==> config.mk <==
export PLATFORM = sky130hd
export DESIGN_NAME = ee201_gcd_host_flat
export DESIGN_NICKNAME = d
export VERILOG_FILES = /design/src/rtl/ee201_gcd_pkg.sv /design/src/rtl/ee201_gcd_host_if.sv /design/src/rtl/ee201_sat_counter.sv /design/src/rtl/ee201_gcd_host.sv /design/src/flat_wrapper.sv
export SDC_FILE = /design/constraint.sdc
export NUM_CORES = 1
export LEC_CHECK = 0
export CAP_MARGIN = 25
export CORE_MARGIN = 2
export CORE_UTILIZATION = 30
export CTS_CLUSTER_SIZE = 20
export DETAILED_ROUTE_END_ITERATION = 8
export PLACE_DENSITY = 0.67
export SLEW_MARGIN = 15
export SYNTH_ARGS = -nofsm -noshare
export SYNTH_HDL_FRONTEND = slang
export SYNTH_SLANG_ARGS = --single-unit
==> constraint.sdc <==
create_clock -name Clk -period 2.7 [get_ports Clk]
set_input_delay 0.81 -clock Clk [delete_from_list [all_inputs] [get_ports Clk]]
set_output_delay 0.81 -clock Clk [all_outputs]
set_load 0.02 [all_outputs]
==> src/rtl/ee201_gcd_pkg.sv <==
// rtl/ee201_gcd_pkg.sv - shared state encodings for the GCD host and engine
// Purpose: one-hot host state encodings (enum + raw constants), the engine's
//          own state encodings so host-side logic and engine models agree, and
//          a small operand helper.
// Ports:   none (package).
package ee201_gcd_pkg;

  localparam logic [5:0] ST_IDLE = 6'b000001;
  localparam logic [5:0] ST_REQ  = 6'b000010;
  localparam logic [5:0] ST_WAIT = 6'b000100;
  localparam logic [5:0] ST_ACKE = 6'b001000;
  localparam logic [5:0] ST_HOLD = 6'b010000;
  localparam logic [5:0] ST_ERR  = 6'b100000;

  typedef enum logic [5:0] {
    H_IDLE = ST_IDLE,
    H_REQ  = ST_REQ,
    H_WAIT = ST_WAIT,
    H_ACKE = ST_ACKE,
    H_HOLD = ST_HOLD,
    H_ERR  = ST_ERR
  } host_state_e;

  // Engine state encodings (one-hot).
  localparam logic [3:0] ENG_I    = 4'b0001;
  localparam logic [3:0] ENG_SUB  = 4'b0010;
  localparam logic [3:0] ENG_MULT = 4'b0100;
  localparam logic [3:0] ENG_DONE = 4'b1000;

  // The engine never reaches DONE with a zero operand.
  function automatic logic is_zero_op(input logic [7:0] a, input logic [7:0] b);
    return (a == 8'd0) || (b == 8'd0);
  endfunction

endpackage

==> src/rtl/ee201_gcd_host_if.sv <==
// rtl/ee201_gcd_host_if.sv - Start/Ack handshake bundle between host and GCD engine
// Purpose: groups the host<->engine signals.
// Ports (members):
//   Start, Ack, Ain[7:0], Bin[7:0]  host -> engine
//   q_I, q_Done, AB_GCD[7:0]        engine -> host
// Modports: master (host side), slave (engine side).
interface ee201_gcd_host_if;

  logic       Start;
  logic       Ack;
  logic [7:0] Ain;
  logic [7:0] Bin;
  logic       q_I;
  logic       q_Done;
  logic [7:0] AB_GCD;

  modport master (
    output Start, Ack, Ain, Bin,
    input  q_I, q_Done, AB_GCD
  );

  modport slave (
    input  Start, Ack, Ain, Bin,
    output q_I, q_Done, AB_GCD
  );

endinterface

==> src/rtl/ee201_sat_counter.sv <==
// rtl/ee201_sat_counter.sv - saturating up-counter
// Purpose: counts enabled cycles, sticks at all-ones.
// Ports:
//   clk      in   clock, rising edge
//   clr      in   synchronous clear (wins over en)
//   en       in   count enable
//   cnt[W]   out  current count
module ee201_sat_counter #(
  parameter int W = 16
) (
  input  logic         clk,
  input  logic         clr,
  input  logic         en,
  output logic [W-1:0] cnt
);

  logic [W-1:0] cnt_q;
  logic [W-1:0] cnt_d;

  always_comb begin
    cnt_d = cnt_q;
    if (clr) begin
      cnt_d = '0;
    end else if (en && (cnt_q != '1)) begin
      cnt_d = cnt_q + W'(1);
    end
  end

  always_ff @(posedge clk) begin
    cnt_q <= cnt_d;
  end

  assign cnt = cnt_q;

endmodule

==> src/rtl/ee201_gcd_host.sv <==
// rtl/ee201_gcd_host.sv - initiator side of the GCD engine Start/Ack handshake
// Purpose: latches a user operand pair, starts the engine, captures the GCD and
//          the engine latency, holds the result until UserAck. Rejects zero
//          operands without starting the engine and times out a hung engine.
// Ports:
//   Clk, Reset             clock, synchronous active-high reset
//   Go, UserAck            user request / user release of result
//   Ain_in, Bin_in [7:0]   user operands
//   eng (master)           Start/Ack/Ain/Bin out, q_I/q_Done/AB_GCD in
//   Result [7:0]           captured GCD
//   Cycles [CW]            WAIT cycles of last operation
//   Busy, Valid, ZeroOp, Timeout   status
//   q_Idle..q_Err          one-hot state bits
module ee201_gcd_host
  import ee201_gcd_pkg::*;
#(
  parameter int TIMEOUT_CYCLES = 1023,
  parameter int CW             = 16
) (
  input  logic                   Clk,
  input  logic                   Reset,
  input  logic                   Go,
  input  logic                   UserAck,
  input  logic [7:0]             Ain_in,
  input  logic [7:0]             Bin_in,
  ee201_gcd_host_if.master       eng,
  output logic [7:0]             Result,
  output logic [CW-1:0]          Cycles,
  output logic                   Busy,
  output logic                   Valid,
  output logic                   ZeroOp,
  output logic                   Timeout,
  output logic                   q_Idle,
  output logic                   q_Req,
  output logic                   q_Wait,
  output logic                   q_AckE,
  output logic                   q_Hold,
  output logic                   q_Err
);

  // Last WAIT count value before declaring the engine hung.
  localparam logic [CW-1:0] TO_LAST = CW'(TIMEOUT_CYCLES - 1);

  host_state_e state_q, state_d;
  logic [7:0]  ain_q, ain_d;
  logic [7:0]  bin_q, bin_d;
  logic [7:0]  result_q, result_d;
  logic        zero_q, zero_d;
  logic        cnt_clr;
  logic        cnt_en;
  logic [CW-1:0] cycles_cnt;

  ee201_sat_counter #(.W(CW)) u_cycles (
    .clk (Clk),
    .clr (Reset | cnt_clr),
    .en  (cnt_en),
    .cnt (cycles_cnt)
  );

  always_comb begin
    state_d  = state_q;
    ain_d    = ain_q;
    bin_d    = bin_q;
    result_d = result_q;
    zero_d   = zero_q;
    cnt_clr  = 1'b0;
    cnt_en   = 1'b0;
    case (state_q)
      H_IDLE: begin
        if (Go && eng.q_I) begin
          cnt_clr = 1'b1;
          if (is_zero_op(Ain_in, Bin_in)) begin
            result_d = 8'd0;
            zero_d   = 1'b1;
            state_d  = H_HOLD;
          end else begin
            ain_d   = Ain_in;
            bin_d   = Bin_in;
            zero_d  = 1'b0;
            state_d = H_REQ;
          end
        end
      end
      H_REQ: begin
        if (!eng.q_I) begin
          state_d = H_WAIT;
        end
      end
      H_WAIT: begin
        // Done wins over timeout when both land in the same cycle.
        if (eng.q_Done) begin
          result_d = eng.AB_GCD;
          state_d  = H_ACKE;
        end else begin
          cnt_en = 1'b1;
          if (cycles_cnt == TO_LAST) begin
            state_d = H_ERR;
          end
        end
      end
      H_ACKE: begin
        if (eng.q_I) begin
          state_d = H_HOLD;
        end
      end
      H_HOLD, H_ERR: begin
        if (UserAck) begin
          state_d = H_IDLE;
        end
      end
      default: state_d = H_IDLE;
    endcase
  end

  always_ff @(posedge Clk) begin
    if (Reset) begin
      state_q  <= H_IDLE;
      ain_q    <= 8'd0;
      bin_q    <= 8'd0;
      result_q <= 8'd0;
      zero_q   <= 1'b0;
    end else begin
      state_q  <= state_d;
      ain_q    <= ain_d;
      bin_q    <= bin_d;
      result_q <= result_d;
      zero_q   <= zero_d;
    end
  end

  assign q_Idle  = (state_q == H_IDLE);
  assign q_Req   = (state_q == H_REQ);
  assign q_Wait  = (state_q == H_WAIT);
  assign q_AckE  = (state_q == H_ACKE);
  assign q_Hold  = (state_q == H_HOLD);
  assign q_Err   = (state_q == H_ERR);

  assign eng.Start = q_Req;
  assign eng.Ack   = q_AckE;
  assign eng.Ain   = ain_q;
  assign eng.Bin   = bin_q;

  assign Result  = result_q;
  assign Cycles  = cycles_cnt;
  assign ZeroOp  = zero_q;
  assign Busy    = q_Req | q_Wait | q_AckE;
  assign Valid   = q_Hold;
  assign Timeout = q_Err;

endmodule
==> src/flat_wrapper.sv <==
// flat-port wrapper written by rule: the top's interface ports become plain ports
module ee201_gcd_host_flat import ee201_gcd_pkg::*;
#(
  parameter int TIMEOUT_CYCLES = 1023,
  parameter int CW             = 16
)
  (Clk, Reset, Go, UserAck, Ain_in, Bin_in, Result, Cycles, Busy, Valid, ZeroOp, Timeout, q_Idle, q_Req, q_Wait, q_AckE, q_Hold, q_Err, eng_Start, eng_Ack, eng_Ain, eng_Bin, eng_q_I, eng_q_Done, eng_AB_GCD);
  ee201_gcd_host_if eng_i ();
  input  logic Clk;
  input  logic Reset;
  input  logic Go;
  input  logic UserAck;
  input  logic [7:0] Ain_in;
  input  logic [7:0] Bin_in;
  output logic [7:0] Result;
  output logic [CW-1:0] Cycles;
  output logic Busy;
  output logic Valid;
  output logic ZeroOp;
  output logic Timeout;
  output logic q_Idle;
  output logic q_Req;
  output logic q_Wait;
  output logic q_AckE;
  output logic q_Hold;
  output logic q_Err;
  output wire logic [$bits(eng_i.Start)-1:0] eng_Start;
  output wire logic [$bits(eng_i.Ack)-1:0] eng_Ack;
  output wire logic [$bits(eng_i.Ain)-1:0] eng_Ain;
  output wire logic [$bits(eng_i.Bin)-1:0] eng_Bin;
  input wire logic [$bits(eng_i.q_I)-1:0] eng_q_I;
  input wire logic [$bits(eng_i.q_Done)-1:0] eng_q_Done;
  input wire logic [$bits(eng_i.AB_GCD)-1:0] eng_AB_GCD;
  assign eng_Start = eng_i.Start;
  assign eng_Ack = eng_i.Ack;
  assign eng_Ain = eng_i.Ain;
  assign eng_Bin = eng_i.Bin;
  assign eng_i.q_I = eng_q_I;
  assign eng_i.q_Done = eng_q_Done;
  assign eng_i.AB_GCD = eng_AB_GCD;
  ee201_gcd_host #(.TIMEOUT_CYCLES(TIMEOUT_CYCLES), .CW(CW)) u_core (.Clk(Clk), .Reset(Reset), .Go(Go), .UserAck(UserAck), .Ain_in(Ain_in), .Bin_in(Bin_in), .eng(eng_i), .Result(Result), .Cycles(Cycles), .Busy(Busy), .Valid(Valid), .ZeroOp(ZeroOp), .Timeout(Timeout), .q_Idle(q_Idle), .q_Req(q_Req), .q_Wait(q_Wait), .q_AckE(q_AckE), .q_Hold(q_Hold), .q_Err(q_Err));
endmodule
==> results.sh <==
export IMPL_status="finished, final reports clean"
export IMPL_setup_viol=0
export IMPL_antenna_found_initial=0
export IMPL_slew_headroom_pct=71.7
export IMPL_grt_pass1_wl_mm=9.72
export IMPL_post_cts_setup_buffers=0
export IMPL_hold_start="u_core.Result[5]"
export IMPL_rows=31
export IMPL_vdd_drop_max_v=0.000201
export IMPL_ff2ff_setup_slack_ns=0.55
export IMPL_yosys_cell_count_top_type="dfxtp_1"
export IMPL_synth_area_per_cell_um2=8.84
export IMPL_cp_max_fo=8
export IMPL_numPortBuffers=81
export IMPL_ys_warn_count=0
export IMPL_clock_latency_ns=0.30
export IMPL_area_growth_pct=45.4
export IMPL_postRouteWirelength_mm=5.87
export IMPL_arrival_ns=1.79
export IMPL_critPathKind="flip-flop to output port"
export IMPL_drive_above_1_share_pct=9.65
export IMPL_grt_ovfl_total=0
export IMPL_drt_initial_drc_count=76
export IMPL_async_flop_share_pct=0
export IMPL_max_cap_violations=0
export IMPL_numCtsBuffers=5
export IMPL_ios=82
export IMPL_synth_edf_count=0
export IMPL_cp_end_kind="output port"
export IMPL_synth_seq_cells=47
export IMPL_routed_via_count=2125
export IMPL_slew_violations=0
export IMPL_clk_pin_slew_ns=0.09
export IMPL_antenna_left=0
export IMPL_fmax_ghz=0.384
export IMPL_hold_end="u_core.Result[5]"
export IMPL_tritoncts="built"
export IMPL_synth_top_area_share_pct=41.3
export IMPL_synthTopCellsByArea="dfxtp_1 (41%), mux2i_1 (7.0%), nor2_1 (6.3%)"
export IMPL_yosys_area_top_type="dfxtp_1"
export IMPL_dp_hpwl_mm=4.39
export IMPL_wl_per_cell_um=13.3
export IMPL_power_density_nw_per_um2=513
export IMPL_finalNetCount=373
export IMPL_hp_class="flip-flop to flip-flop"
export IMPL_fp_coreArea_um2=7290
export IMPL_fin_ws_ns=0.0963
export IMPL_synth_distinct_cells=46
export IMPL_period_needed_ns=2.60
export IMPL_dieHeight_um=91.2
export IMPL_seq_area_frac_synth_pct=41.3
export IMPL_via_per_inst=4.82
export IMPL_hold_ws_ns=0.473
export IMPL_clock_sinks=47
export IMPL_startpoint="u_core.state_q[1]"
export IMPL_crit_path_start_kind="flip-flop"
export IMPL_synth_area_um2=2280
export IMPL_r2r_start="u_core.u_cycles.cnt[0]"
export IMPL_root_buffer="clkbuf_8"
export IMPL_whs_path_depth=2
export IMPL_firstDrtPassIters=4
export IMPL_synth_cells=258
export IMPL_clock_path_buffers=2
export IMPL_htree_levels=2
export IMPL_fill_cells=766
export IMPL_final_setup_skew_ns=0.0120
export IMPL_drc=0
export IMPL_dieArea_um2=8320
export IMPL_yosys_most_used_dff="dfxtp_1"
export IMPL_mappedNetlistNets=290
export IMPL_pre_cts_ws_ns=0.0699
export IMPL_netlist_top_cells_count="dfxtp_1 (47), nor2_1 (38), a21oi_1 (16), mux2i_1 (16), nor4_1 (14)"
export IMPL_grt_max_degree=23
export IMPL_ctsHoldBuffers=0
export IMPL_place_congestion=0.854
export IMPL_reg2regPathDepth=7
export IMPL_die_w_um=91.2
export IMPL_grt_usage_pct=14.2
export IMPL_crit_required_ns=1.89
export IMPL_fin_crit_sh_pct=96.4
export IMPL_grt_pass1_vias=2052
export IMPL_leakage_nw=1.27
export IMPL_crit_reg2reg_capture="u_core.state_q[4]"
export IMPL_final_hold_violation_count=0
export IMPL_start_util_pct=31.3
export IMPL_insertedDiodeCount=0
export IMPL_worstMarginPinSlew_ns=0.425
placed cells by master (no fill, tap or decap), types with 6 or more instances in the layout:
master / n
a21oi_1: 16
nand3_1: 13
dfxtp_1: 47
nor4_1: 14
mux2i_1: 16
xnor2_1: 11
clkdlybuf4s50_1: 73
nand2b_1: 10
inv_1: 6
nor2_1: 38
nand2_1: 9
buf_4: 14
clkbuf_8: 6
metal layers:
| metal | vias up | GRT usage [%] | wire, um |
|---|---|---|---|
| li1 | 1072 | - | - |
| met1 | 986 | 18.9 | 2850 |
| met2 | 60 | 22.7 | 2630 |
| met3 | 7 | 3.32 | 302 |
| met4 | 0 | 4.92 | 81 |
| met5 | - | 0 | 0 |
worst max-delay path by stage:
stage / endpoint / slack, ns / cells past startpoint
CTS: Busy / 0.007 / 4
floorplan: q_Err / 0.03 / 4
detailed placement: q_Idle / 0.07 / 4
global route: Busy / -0.007 / 3
finish: Valid / 0.1 / 4
global placement: u_core.Result[1] / 0.09 / 6
critical path, stage by stage (launching register included):
cell and delay, ns:
dfxtp_1 0.33, buf_4 0.16, nor2_1 0.15, and4b_1 0.24
clkdlybuf4s50_1 0.61
what timing repair did:
item | in CTS | in global routing
gates resized for setup | 10 | 5
setup endpoints to repair | 8 | 5
hold endpoints to repair | 0 | 0
gates cloned | 0 | 0
registers in the layout (all words and copies together) (netlist names):
register / cells
u_core.ZeroOp: 1
u_core.state_q: 6
u_core.u_cycles.cnt: 16
u_core.eng.Bin: 8
u_core.eng.Ain: 8
u_core.Result: 8
per-stage QoR:
step / total power, mW / area (um^2) / utilization, % / setup TNS [ns] / cells
2_1_floorplan: 1.02 / 2280 / - / 0 / 258
3_3_place_gp: 1.19 / 3210 / 44.0 / 0 / 433
3_5_place_dp: 1.19 / 3210 / 44.0 / 0 / 433
4_1_cts: 1.73 / 3320 / 45.6 / 0 / 441
5_1_grt: 1.78 / 3320 / 45.5 / -0.00659 / 441
6_report: 1.70 / 3320 / 45.5 / 0 / 441
area by class of cell:
class	count	area, um^2	area share (%)
Clock buffer	6	82.6	2.49
Clock inverter	2	35.0	1.06
Inverter	7	26.3	0.792
Multi-Input combinational cell	185	1210	36.5
Sequential cell	47	941	28.4
Tap cell	99	124	3.73
Timing Repair Buffer	95	898	27.1
report_power, final:
| part | internal, mW | leakage [nW] | switching [mW] | total (mW) |
|---|---|---|---|---|
| logic | 0.206 | 0.833 | 0.209 | 0.415 |
| registers | 0.727 | 0.381 | 0.0247 | 0.752 |
| clock network | 0.300 | 0.0612 | 0.236 | 0.536 |
cells by family after synthesis:
| group | Yosys count | share of synthesized area (%) |
|---|---|---|
| simple gates | 123 | 30.3 |
| flops | 47 | 41.3 |
| compound gates | 30 | 9.05 |
| buf+inv | 26 | 5.92 |
| mux | 16 | 7.02 |
| xor+xnor | 14 | 5.38 |
| fa+ha+maj | 2 | 1.10 |
No activity file was read; power rests on OpenSTA's default activity.
